[config.mk]
export PLATFORM = sky130hd
export DESIGN_NAME = fetch_queue
export DESIGN_NICKNAME = d
export VERILOG_FILES = /design/src/rtl/cpu_pkg.sv /design/src/rtl/fetch_fifo.sv /design/src/rtl/fetch_queue.sv
export SDC_FILE = /design/constraint.sdc
export NUM_CORES = 1
export LEC_CHECK = 0
export ABC_AREA = 1
export BUFFER_PORTS_ARGS = -buffer_cell sky130_fd_sc_hd__buf_2
export CAP_MARGIN = 25
export CORE_UTILIZATION = 55
export DETAILED_ROUTE_END_ITERATION = 16
export GPL_ROUTABILITY_DRIVEN = 0
export GPL_TIMING_DRIVEN = 0
export PLACE_DENSITY_LB_ADDON = 0.12
export SYNTH_ARGS = -nofsm -noshare
export SYNTH_HDL_FRONTEND = slang
export SYNTH_SLANG_ARGS = --single-unit
export TNS_END_PERCENT = 5
[constraint.sdc]
create_clock -name clk -period 6.3 [get_ports clk]
set_clock_uncertainty 0.1 [all_clocks]
set_input_delay 0.945 -clock clk [delete_from_list [all_inputs] [get_ports clk]]
set_output_delay 0.945 -clock clk [all_outputs]
set_load 0.02 [all_outputs]
[src/rtl/cpu_pkg.sv]
// Shared fetch-side definitions: FSM state encoding, HLT opcode, PC step
// and the queue entry layout.
package cpu_pkg;

   typedef enum logic [1:0] {
      ST_IDLE = 2'd0,
      ST_WAIT = 2'd1,
      ST_HALT = 2'd2
   } fetch_state_e;

   localparam logic [3:0]  OPC_HLT = 4'hF;
   localparam logic [15:0] PC_STEP = 16'd2;

   typedef struct packed {
      logic [15:0] instr;
      logic [15:0] pc;
   } fq_entry_t;

endpackage

[src/rtl/fetch_fifo.sv]
// Circular instruction buffer with read/write pointers and an occupancy count.
// Flush empties the buffer in one cycle and wins over any push/pop.
module fetch_fifo
   import cpu_pkg::*;
#(
   parameter int DEPTH = 4
) (
   input  logic      clk,
   input  logic      rst,
   input  logic      flush,
   input  logic      push,
   input  fq_entry_t wdata,
   input  logic      pop,
   output fq_entry_t head,
   output logic      empty,
   output logic      full
);

   localparam int PW = $clog2(DEPTH);
   localparam int CW = PW + 1;

   fq_entry_t      mem [DEPTH];
   logic [PW-1:0]  rd_ptr;
   logic [PW-1:0]  wr_ptr;
   logic [CW-1:0]  count;
   logic           do_push;
   logic           do_pop;

   assign empty   = (count == '0);
   assign full    = (count == CW'(DEPTH));
   assign do_push = push && !full && !flush;
   assign do_pop  = pop && !empty && !flush;
   assign head    = mem[rd_ptr];

   // Pointer and occupancy bookkeeping; DEPTH is a power of two so pointers wrap naturally.
   always_ff @(posedge clk) begin
      if (rst || flush) begin
         rd_ptr <= '0;
         wr_ptr <= '0;
         count  <= '0;
      end else begin
         if (do_push) wr_ptr <= wr_ptr + 1'b1;
         if (do_pop)  rd_ptr <= rd_ptr + 1'b1;
         case ({do_push, do_pop})
            2'b10:   count <= count + CW'(1);
            2'b01:   count <= count - CW'(1);
            default: count <= count;
         endcase
      end
   end

   // Entry storage; cleared on reset so the head reads as zero out of reset.
   always_ff @(posedge clk) begin
      if (rst) begin
         for (int i = 0; i < DEPTH; i++) mem[i] <= '0;
      end else if (do_push) begin
         mem[wr_ptr] <= wdata;
      end
   end

endmodule

[src/rtl/fetch_queue.sv]
// Instruction fetch front end: one outstanding memory request at a time,
// responses land in fetch_fifo, decode pops from the head.
// Optional feature: define FETCH_HLT_DETECT_EN to stop fetching after an
// opcode-F (HLT) word is enqueued.
//
// state   | meaning
// --------+--------------------------------------------------------------
// IDLE    | no request outstanding; issue when the queue has a free slot
// WAIT    | request outstanding at req_addr; discard marks a stale one
// HALT    | HLT word fetched; no requests until redirect
module fetch_queue
   import cpu_pkg::*;
#(
   parameter int          DEPTH    = 4,
   parameter logic [15:0] RESET_PC = 16'h0000
) (
   input  logic        clk,
   input  logic        rst,
   output logic        mem_req,
   output logic [15:0] mem_addr,
   input  logic        mem_rvalid,
   input  logic [15:0] mem_rdata,
   input  logic        redirect,
   input  logic [15:0] redirect_pc,
   output logic        instr_valid,
   input  logic        instr_ready,
   output logic [15:0] instr_out,
   output logic [15:0] instr_pc,
   output logic        hlt
);

   fetch_state_e state;
   fetch_state_e state_nx;
   logic [15:0]  fetch_pc;
   logic [15:0]  fetch_pc_nx;
   logic [15:0]  req_addr;
   logic [15:0]  req_addr_nx;
   logic         discard;
   logic         discard_nx;
   logic         push;
   logic         q_empty;
   logic         q_full;
   fq_entry_t    head;
   fq_entry_t    push_entry;

   assign push_entry = '{instr: mem_rdata, pc: req_addr};

   fetch_fifo #(.DEPTH(DEPTH)) u_fifo (
      .clk   (clk),
      .rst   (rst),
      .flush (redirect),
      .push  (push),
      .wdata (push_entry),
      .pop   (instr_ready),
      .head  (head),
      .empty (q_empty),
      .full  (q_full)
   );

   // State, fetch address, latched request address and stale-response flag.
   always_ff @(posedge clk) begin
      if (rst) begin
         state    <= ST_IDLE;
         fetch_pc <= RESET_PC;
         req_addr <= RESET_PC;
         discard  <= 1'b0;
      end else begin
         state    <= state_nx;
         fetch_pc <= fetch_pc_nx;
         req_addr <= req_addr_nx;
         discard  <= discard_nx;
      end
   end

   // Next-state logic: issue, accept or drop a response, and redirect handling.
   always_comb begin
      state_nx    = state;
      fetch_pc_nx = fetch_pc;
      req_addr_nx = req_addr;
      discard_nx  = discard;
      push        = 1'b0;
      case (state)
         ST_IDLE: begin
            if (redirect) begin
               fetch_pc_nx = redirect_pc;
            end else if (!q_full) begin
               state_nx    = ST_WAIT;
               req_addr_nx = fetch_pc;
            end
         end
         ST_WAIT: begin
            if (mem_rvalid) begin
               state_nx   = ST_IDLE;
               discard_nx = 1'b0;
               if (redirect) begin
                  fetch_pc_nx = redirect_pc;
               end else if (!discard) begin
                  push        = 1'b1;
                  fetch_pc_nx = fetch_pc + PC_STEP;
`ifdef FETCH_HLT_DETECT_EN
                  if (mem_rdata[15:12] == OPC_HLT) state_nx = ST_HALT;
`endif
               end
            end else if (redirect) begin
               // Memory still owes us this response; keep mem_req up and drop it.
               discard_nx  = 1'b1;
               fetch_pc_nx = redirect_pc;
            end
         end
         ST_HALT: begin
            if (redirect) begin
               state_nx    = ST_IDLE;
               fetch_pc_nx = redirect_pc;
            end
         end
         default: state_nx = ST_IDLE;
      endcase
   end

   assign mem_req     = (state == ST_WAIT);
   assign mem_addr    = mem_req ? req_addr : fetch_pc;
   assign instr_valid = !q_empty;
   assign instr_out   = head.instr;
   assign instr_pc    = head.pc;

`ifdef FETCH_HLT_DETECT_EN
   assign hlt = (state == ST_HALT);
`else
   assign hlt = 1'b0;
`endif

endmodule

==> results.py, run 1 <==
metrics = {
    "run_status": {
        "outcome": "finished, final reports clean",
    },
    "setup_path": {
        "worstPathArrival_ns": 2.22,
        "worst_setup_path_end_kind": "output port",
        "start_kind": "register",
        "crit_required_ns": 5.25,
        "path_class": "reg2out",
        "path_max_fanout": 10,
    },
    "finish": {
        "syn_to_final_growth_pct": 16.0,
        "nets": 982,
        "fin_util_pct": 65.2,
        "nFillCells": 1160,
        "num_antenna_cells": 0,
        "final_cells": 1135,
        "drive_gt1_share_pct": 15.1,
    },
    "pwr": {
        "total_power_uw": 2520,
        "p_clk_share_pct": 41.4,
        "p_per_area_mw_per_mm2": 279,
        "internal_power_uw": 1940,
        "max-vdd-ir-drop_mv": 0.183,
        "power_frac_seq_pct": 50.7,
        "swShare_pct": 22.9,
        "combPwrFrac_pct": 7.9,
        "p_leak_uw": 0.00363,
        "power_switching_uw": 576,
    },
    "global_routing": {
        "grt_pass1_wl_um": 31300,
        "grt_overflow": 0,
        "first_global_vias": 6299,
        "grt_start_max_net_pins": 33,
        "use_met1_pct": 36.1,
        "top_usage_layer": "met2",
        "antenna_found_initial": 0,
        "grt_use_met2_pct": 46.9,
        "grt.total_usage_pct": 28.5,
        "met3_usage_pct": 5.05,
    },
    "die": {
        "fp-row-count": 43,
        "initial_core_util_pct": 56.2,
        "core-area_mm2": 0.0138,
        "ioPinCount": 88,
        "fp.dieArea_mm2": 0.0146,
        "die_w_um": 121,
        "die_h_um": 121,
    },
    "logic_synthesis": {
        "synth_edf_count": 128,
        "synth.most_common_cell": "nor2_1",
        "ys.warnings.count": 0,
        "ys_seq_area_share_pct": 60.6,
        "synthTopCellsByArea": "edfxtp_1 (49%), dfxtp_1 (11%), nor2_1 (10%)",
        "dominantRegCellSynth": "edfxtp_1",
        "yosys_register_bits": 171,
        "syn-mean-instance-area_um2": 9.28,
        "synth_top_cell_by_area": "edfxtp_1",
        "syn_area_mm2": 0.00777,
        "syn_inst": 837,
        "syn_nets": 877,
        "async_reset_ff_share_pct": 0,
        "yosysTopAreaCellShare_pct": 49.5,
        "synth_commonest_cells": "nor2_1 (208), edfxtp_1 (128), o21ai_0 (119), nand2_1 (77), inv_1 (73)",
        "yosysUniqueCellTypes": 35,
    },
    "timing": {
        "slew_viol_final": 0,
        "setup_viol": 0,
        "rsz0062_at_grt": "no",
        "maxSlewHeadroom_pct": 37.0,
        "period_share_pct": 51.8,
        "period_needed_ns": 3.26,
        "tightest_slew_ns": 0.942,
        "tns_ns": 0,
        "max_clock_freq_ghz": 0.307,
        "finalHoldViolations": 0,
    },
    "clock_network": {
        "cts-resized-gates": 0,
        "cts_hold_buffers": 0,
        "h-tree-depth": 4,
        "root_buffer": "clkbuf_16",
        "numCtsBuffers": 17,
        "clock_path_buffers": 2,
        "cts.sink_count": 171,
        "clkLatencyLatePin_ns": 0.42,
        "tritoncts": "yes",
        "clk_pin_slew_ns": 0.06,
        "cts_setup_buffers": 0,
    },
    "detailed_routing": {
        "first_pass_iters": 7,
        "drt_iter0_markers": 806,
        "ant_nets": 0,
        "totalWireLength_um": 20000,
        "drc": 0,
        "detail_route.wl_per_cell_um": 17.6,
        "viasPerCell": 5.79,
        "vias": 6573,
    },
    "flow_run": {
        "drv_cap": 0,
    },
    "place": {
        "portBuffers": 86,
        "hpwl_um": 13200,
        "dp_cells": 1103,
    },
    "worst_hold_path": {
        "hold_class": "reg2reg",
    },
}
==> sequential cells by signal, indices dropped and copies added (netlist names), named ones only <==
register and count:
discard 1, req_addr 16, fetch_pc 16, u_fifo.wr_ptr 2, state 1, u_fifo.count 3
u_fifo.mem 128, u_fifo.rd_ptr 2
==> power by group through the flow <==
stage | clock network [uW] | registers, uW | logic, uW
floorplan | 0 | 1290 | 126
global placement | 0 | 1300 | 192
detailed placement | 0 | 1300 | 196
CTS | 1050 | 1280 | 198
global route | 1090 | 1280 | 218
finish | 1040 | 1280 | 198
==> routing by layer <==
layer	vias up	wire (um)
li1	3057	-
met1	3154	8290
met2	314	9770
met3	48	1290
met4	0	648
met5	-	0
==> cell families after synthesis <==
| family | after synthesis | share of synthesized area (%) |
|---|---|---|
| xor gates and xnor gates | 2 | 0.226 |
| DFF | 171 | 60.6 |
| other | 1 | 0.0483 |
| and+or+nand+nor | 332 | 17.7 |
| AOI/OAI and AO/OA | 203 | 14.0 |
| buffers and inverters | 125 | 6.91 |
| adders and majority gates | 3 | 0.580 |
==> final cells by class <==
class / instances / area [um^2] / share of cell area, %
flip-flops and latches: 171 / 4700 / 52.2
plain buffers: 49 / 251 / 2.79
clock buffers: 23 / 458 / 5.08
multi-input cells: 541 / 2540 / 28.1
repair buffers: 86 / 430 / 4.78
well taps: 180 / 225 / 2.50
inverters: 76 / 285 / 3.16
clock inverters: 9 / 123 / 1.36
==> placed cells by master (no fill, tap or decap), drive strengths merged, types with 3 or more instances in the layout <==
master / synthesis / routed
nor2: 212 / 212
edfxtp: 128 / 128
o21ai: 119 / 119
buf: 19 / 105
nand2: 80 / 80
inv: 75 / 75
clkbuf: 30 / 53
dfxtp: 43 / 43
a21oi: 42 / 42
o22ai: 32 / 32
nor3: 21 / 21
nand3: 11 / 11
nand4: 7 / 7
clkinv: 1 / 6
o211ai: 3 / 3
bufinv: 0 / 3
==> final timing paths <==
path | from | endpoint | slack (ns) | cells after the start
worst max-delay path | register | instr_pc[5] | 3.04 | 6
worst min-delay path | u_fifo.rd_ptr[1] | u_fifo.rd_ptr[1] | 0.37 | 2
worst max register to register | state[0] | u_fifo.mem[1][20] | 3.59 | 8
worst min register to register | u_fifo.rd_ptr[1] | u_fifo.rd_ptr[1] | 0.37 | 2
==> metrics by stage <==
step | hold slack, ns | area [um^2] | setup slack (ns)
floorplan | 0.336 | 7770 | 3.37
global placement | 0.352 | 8420 | 2.55
detailed placement | 0.358 | 8430 | 3.06
CTS | 0.373 | 9010 | 3.05
global route | 0.405 | 9010 | 2.91
finish | 0.366 | 9010 | 3.04
==> critical path, cell delays in order, from the launching register on <==
cell,delay [ns]
dfxtp_1,0.33
buf_2,0.19
clkinv_1,0.18
buf_1,0.48
nor2_1,0.09
o22ai_1,0.30
buf_2,0.23
Note: power is estimated with default switching activity, not from simulation.
==> inputs of run 2 (changes only) <==
- ABC_AREA: 1 -> 0
- CORE_UTILIZATION: 55 -> 53
- clock period: 6.3 -> 2.66 ns (I/O delays scaled with it)
==> run 2 against run 1 <==
Register-to-register slack got worse by 3.4 ns. Synthesized cell count decreased by 31%. Sequential power is 140% higher. Cell area is 1.2% lower. Power up 130%. Critical path type unchanged. Highest routed layer unchanged.
==> results.py, run 2 <==
metrics = {
    "run_status": {
        "outcome": "finished, final reports clean",
    },
    "logic_synthesis": {
        "synth_commonest_cells": "and2_1 (128), edfxtp_1 (128), nand2_1 (50), dfxtp_1 (43), mux4_2 (32)",
        "dominantRegCellSynth": "edfxtp_1",
        "async_reset_ff_share_pct": 0,
        "syn_area_mm2": 0.00768,
        "yosysUniqueCellTypes": 57,
        "synth_edf_count": 128,
        "yosys_register_bits": 171,
        "ys.warnings.count": 0,
        "yosysTopAreaCellShare_pct": 50.0,
        "syn-mean-instance-area_um2": 13.4,
        "syn_nets": 614,
        "ys_seq_area_share_pct": 61.3,
        "synth_top_cell_by_area": "edfxtp_1",
        "syn_inst": 574,
        "synthTopCellsByArea": "edfxtp_1 (50%), dfxtp_1 (11%), and2_1 (10%)",
    },
    "detailed_routing": {
        "vias": 4835,
        "totalWireLength_um": 16400,
        "drt_iter0_markers": 352,
        "detail_route.wl_per_cell_um": 18.9,
        "first_pass_iters": 4,
        "viasPerCell": 5.57,
        "drc": 0,
        "ant_nets": 0,
    },
    "clock_network": {
        "numCtsBuffers": 17,
        "cts_hold_buffers": 0,
        "h-tree-depth": 4,
        "cts_setup_buffers": 0,
        "clock_path_buffers": 2,
        "root_buffer": "clkbuf_16",
        "cts-resized-gates": 2,
        "cts.sink_count": 171,
        "clkLatencyLatePin_ns": 0.42,
        "clk_pin_slew_ns": 0.06,
        "tritoncts": "yes",
    },
    "worst_hold_path": {
        "hp-start": "redirect_pc[12]",
        "hold_class": "in2reg",
        "min_to": "fetch_pc[12]",
        "whs_path_depth": 3,
    },
    "timing": {
        "tns_ns": 0,
        "period_share_pct": 99.3,
        "whs_ns": 0.145,
        "slew_viol_final": 0,
        "rsz0062_at_grt": "yes",
        "tightest_slew_ns": 0.889,
        "setup_viol": 0,
        "max_clock_freq_ghz": 0.379,
        "period_needed_ns": 2.64,
        "finalHoldViolations": 0,
        "maxSlewHeadroom_pct": 40.7,
    },
    "finish": {
        "drive_gt1_share_pct": 26.9,
        "nets": 717,
        "num_antenna_cells": 0,
        "largest_reg_flops": 128,
        "reg_top3": "u_fifo.mem: 128 flops, fetch_pc: 16 flops, req_addr: 16 flops",
        "final_cell_mix": "and2_1 (128), edfxtp_1 (128), buf_2 (99)",
        "regMostFlops": "u_fifo.mem",
        "syn_to_final_growth_pct": 15.9,
    },
    "pwr": {
        "p_per_area_mw_per_mm2": 642,
        "power_switching_uw": 1260,
        "combPwrFrac_pct": 6.5,
        "max-vdd-ir-drop_mv": 0.463,
        "swShare_pct": 22.0,
        "total_power_uw": 5710,
        "power_frac_seq_pct": 52.8,
        "p_leak_uw": 0.00338,
        "p_clk_share_pct": 40.6,
        "internal_power_uw": 4460,
    },
    "setup_path": {
        "slowest_delay_ns": 0.57,
        "critPathSlowestCell": "mux4_2",
        "path_max_fanout": 10,
        "path_class": "reg2out",
        "worstPathCellList": "clkbuf_1 -> buf_2 -> mux4_2 -> buf_2",
        "worst_setup_path_end_kind": "output port",
        "ff2ff_path_depth": 5,
        "r2r-end": "u_fifo.mem[0][6]",
        "worstPathArrival_ns": 2.14,
        "crit_required_ns": 2.16,
        "regToRegSetupSlack_ns": 0.17,
        "rr_startpoint": "state[0]",
        "cpMostUsedCell": "buf_2",
        "start_kind": "register",
    },
    "global_routing": {
        "grt_pass1_wl_um": 25700,
        "first_global_vias": 4919,
        "grt.total_usage_pct": 23.6,
        "antenna_found_initial": 0,
        "grt_overflow": 0,
        "grt_start_max_net_pins": 33,
    },
    "die": {
        "die_h_um": 122,
        "ioPinCount": 88,
        "fp-row-count": 43,
        "initial_core_util_pct": 54.9,
        "fp.dieArea_mm2": 0.0150,
        "core-area_mm2": 0.0140,
        "die_w_um": 122,
    },
    "place": {
        "portBuffers": 84,
        "hpwl_um": 10500,
    },
    "flow_run": {
        "drv_cap": 0,
    },
}
-- run 2: final cells by class --
| type | count | area [um^2] |
|---|---|---|
| clock buffers | 20 | 437 |
| well taps | 180 | 225 |
| clock inverters | 10 | 103 |
| inverters | 12 | 45.0 |
| plain buffers | 35 | 161 |
| flip-flops and latches | 171 | 4700 |
| multi-input cells | 355 | 2780 |
| repair buffers | 85 | 448 |
| fillers | 1088 | 5080 |
-- run 2: cell families (layout without fill, tap and decap cells) --
logic type               Yosys count  count (layout)  synth area share (%)
XOR/XNOR                           9               9                  1.03
AO/OA/AOI/OAI                     57              57                  4.81
flip-flops                       171             171                  61.3
multiplexers                      45              45                  11.3
other                              1               1                0.0488
AND/OR/NAND/NOR                  240             240                  18.3
adder cells (fa/ha/maj)            3               3                 0.586
buffers and inverters             48             162                  2.74
-- run 2: worst max-delay path by stage --
stage	start	to	slack [ns]	depth (start not counted)
after floorplan	rst	u_fifo.mem[0][0]	0.14	4
after global placement	rst	u_fifo.mem[0][19]	-0.85	4
after detailed placement	rst	u_fifo.mem[2][25]	-0.18	4
after CTS	register	instr_pc[11]	-0.06	4
after global routing	register	instr_pc[11]	-0.11	4
final	register	instr_out[12]	0.02	4
-- run 2: critical path: cells and delay by family (launching register included) --
kind	cells	cell delay, ns
buffers and inverters	3	0.84
DFF	1	0.32
muxes	1	0.57
-- run 2: per-layer routing --
metal | vias up | share of wire, % | wire length, um | GRT usage, %
li1 | 2301 | - | - | -
met1 | 2377 | 43 | 7070 | 29.9
met2 | 141 | 51 | 8350 | 40.1
met3 | 16 | 4.6 | 754 | 4.41
met4 | 0 | 1.1 | 181 | 9.45
met5 | - | 0 | 0 | 0
-- run 2: power groups by stage --
stage                     combinational [uW]  clock (uW)  sequential [uW]
after floorplan                          237           0             3050
after global placement                   364           0             3070
after detailed placement                 374           0             3080
after CTS                                375        2340             3020
after global routing                     408        2440             3030
final                                    373        2320             3020
-- run 2: through the flow --
stage	util, %	cell area, um^2	std cells	setup WS [ns]
detailed placement	59.7	8350	839	-0.180
CTS	63.6	8890	868	-0.0563
global route	63.6	8900	868	-0.107
global placement	59.5	8330	838	-0.853
finish	63.6	8900	868	0.0199
floorplan	-	7680	574	0.140
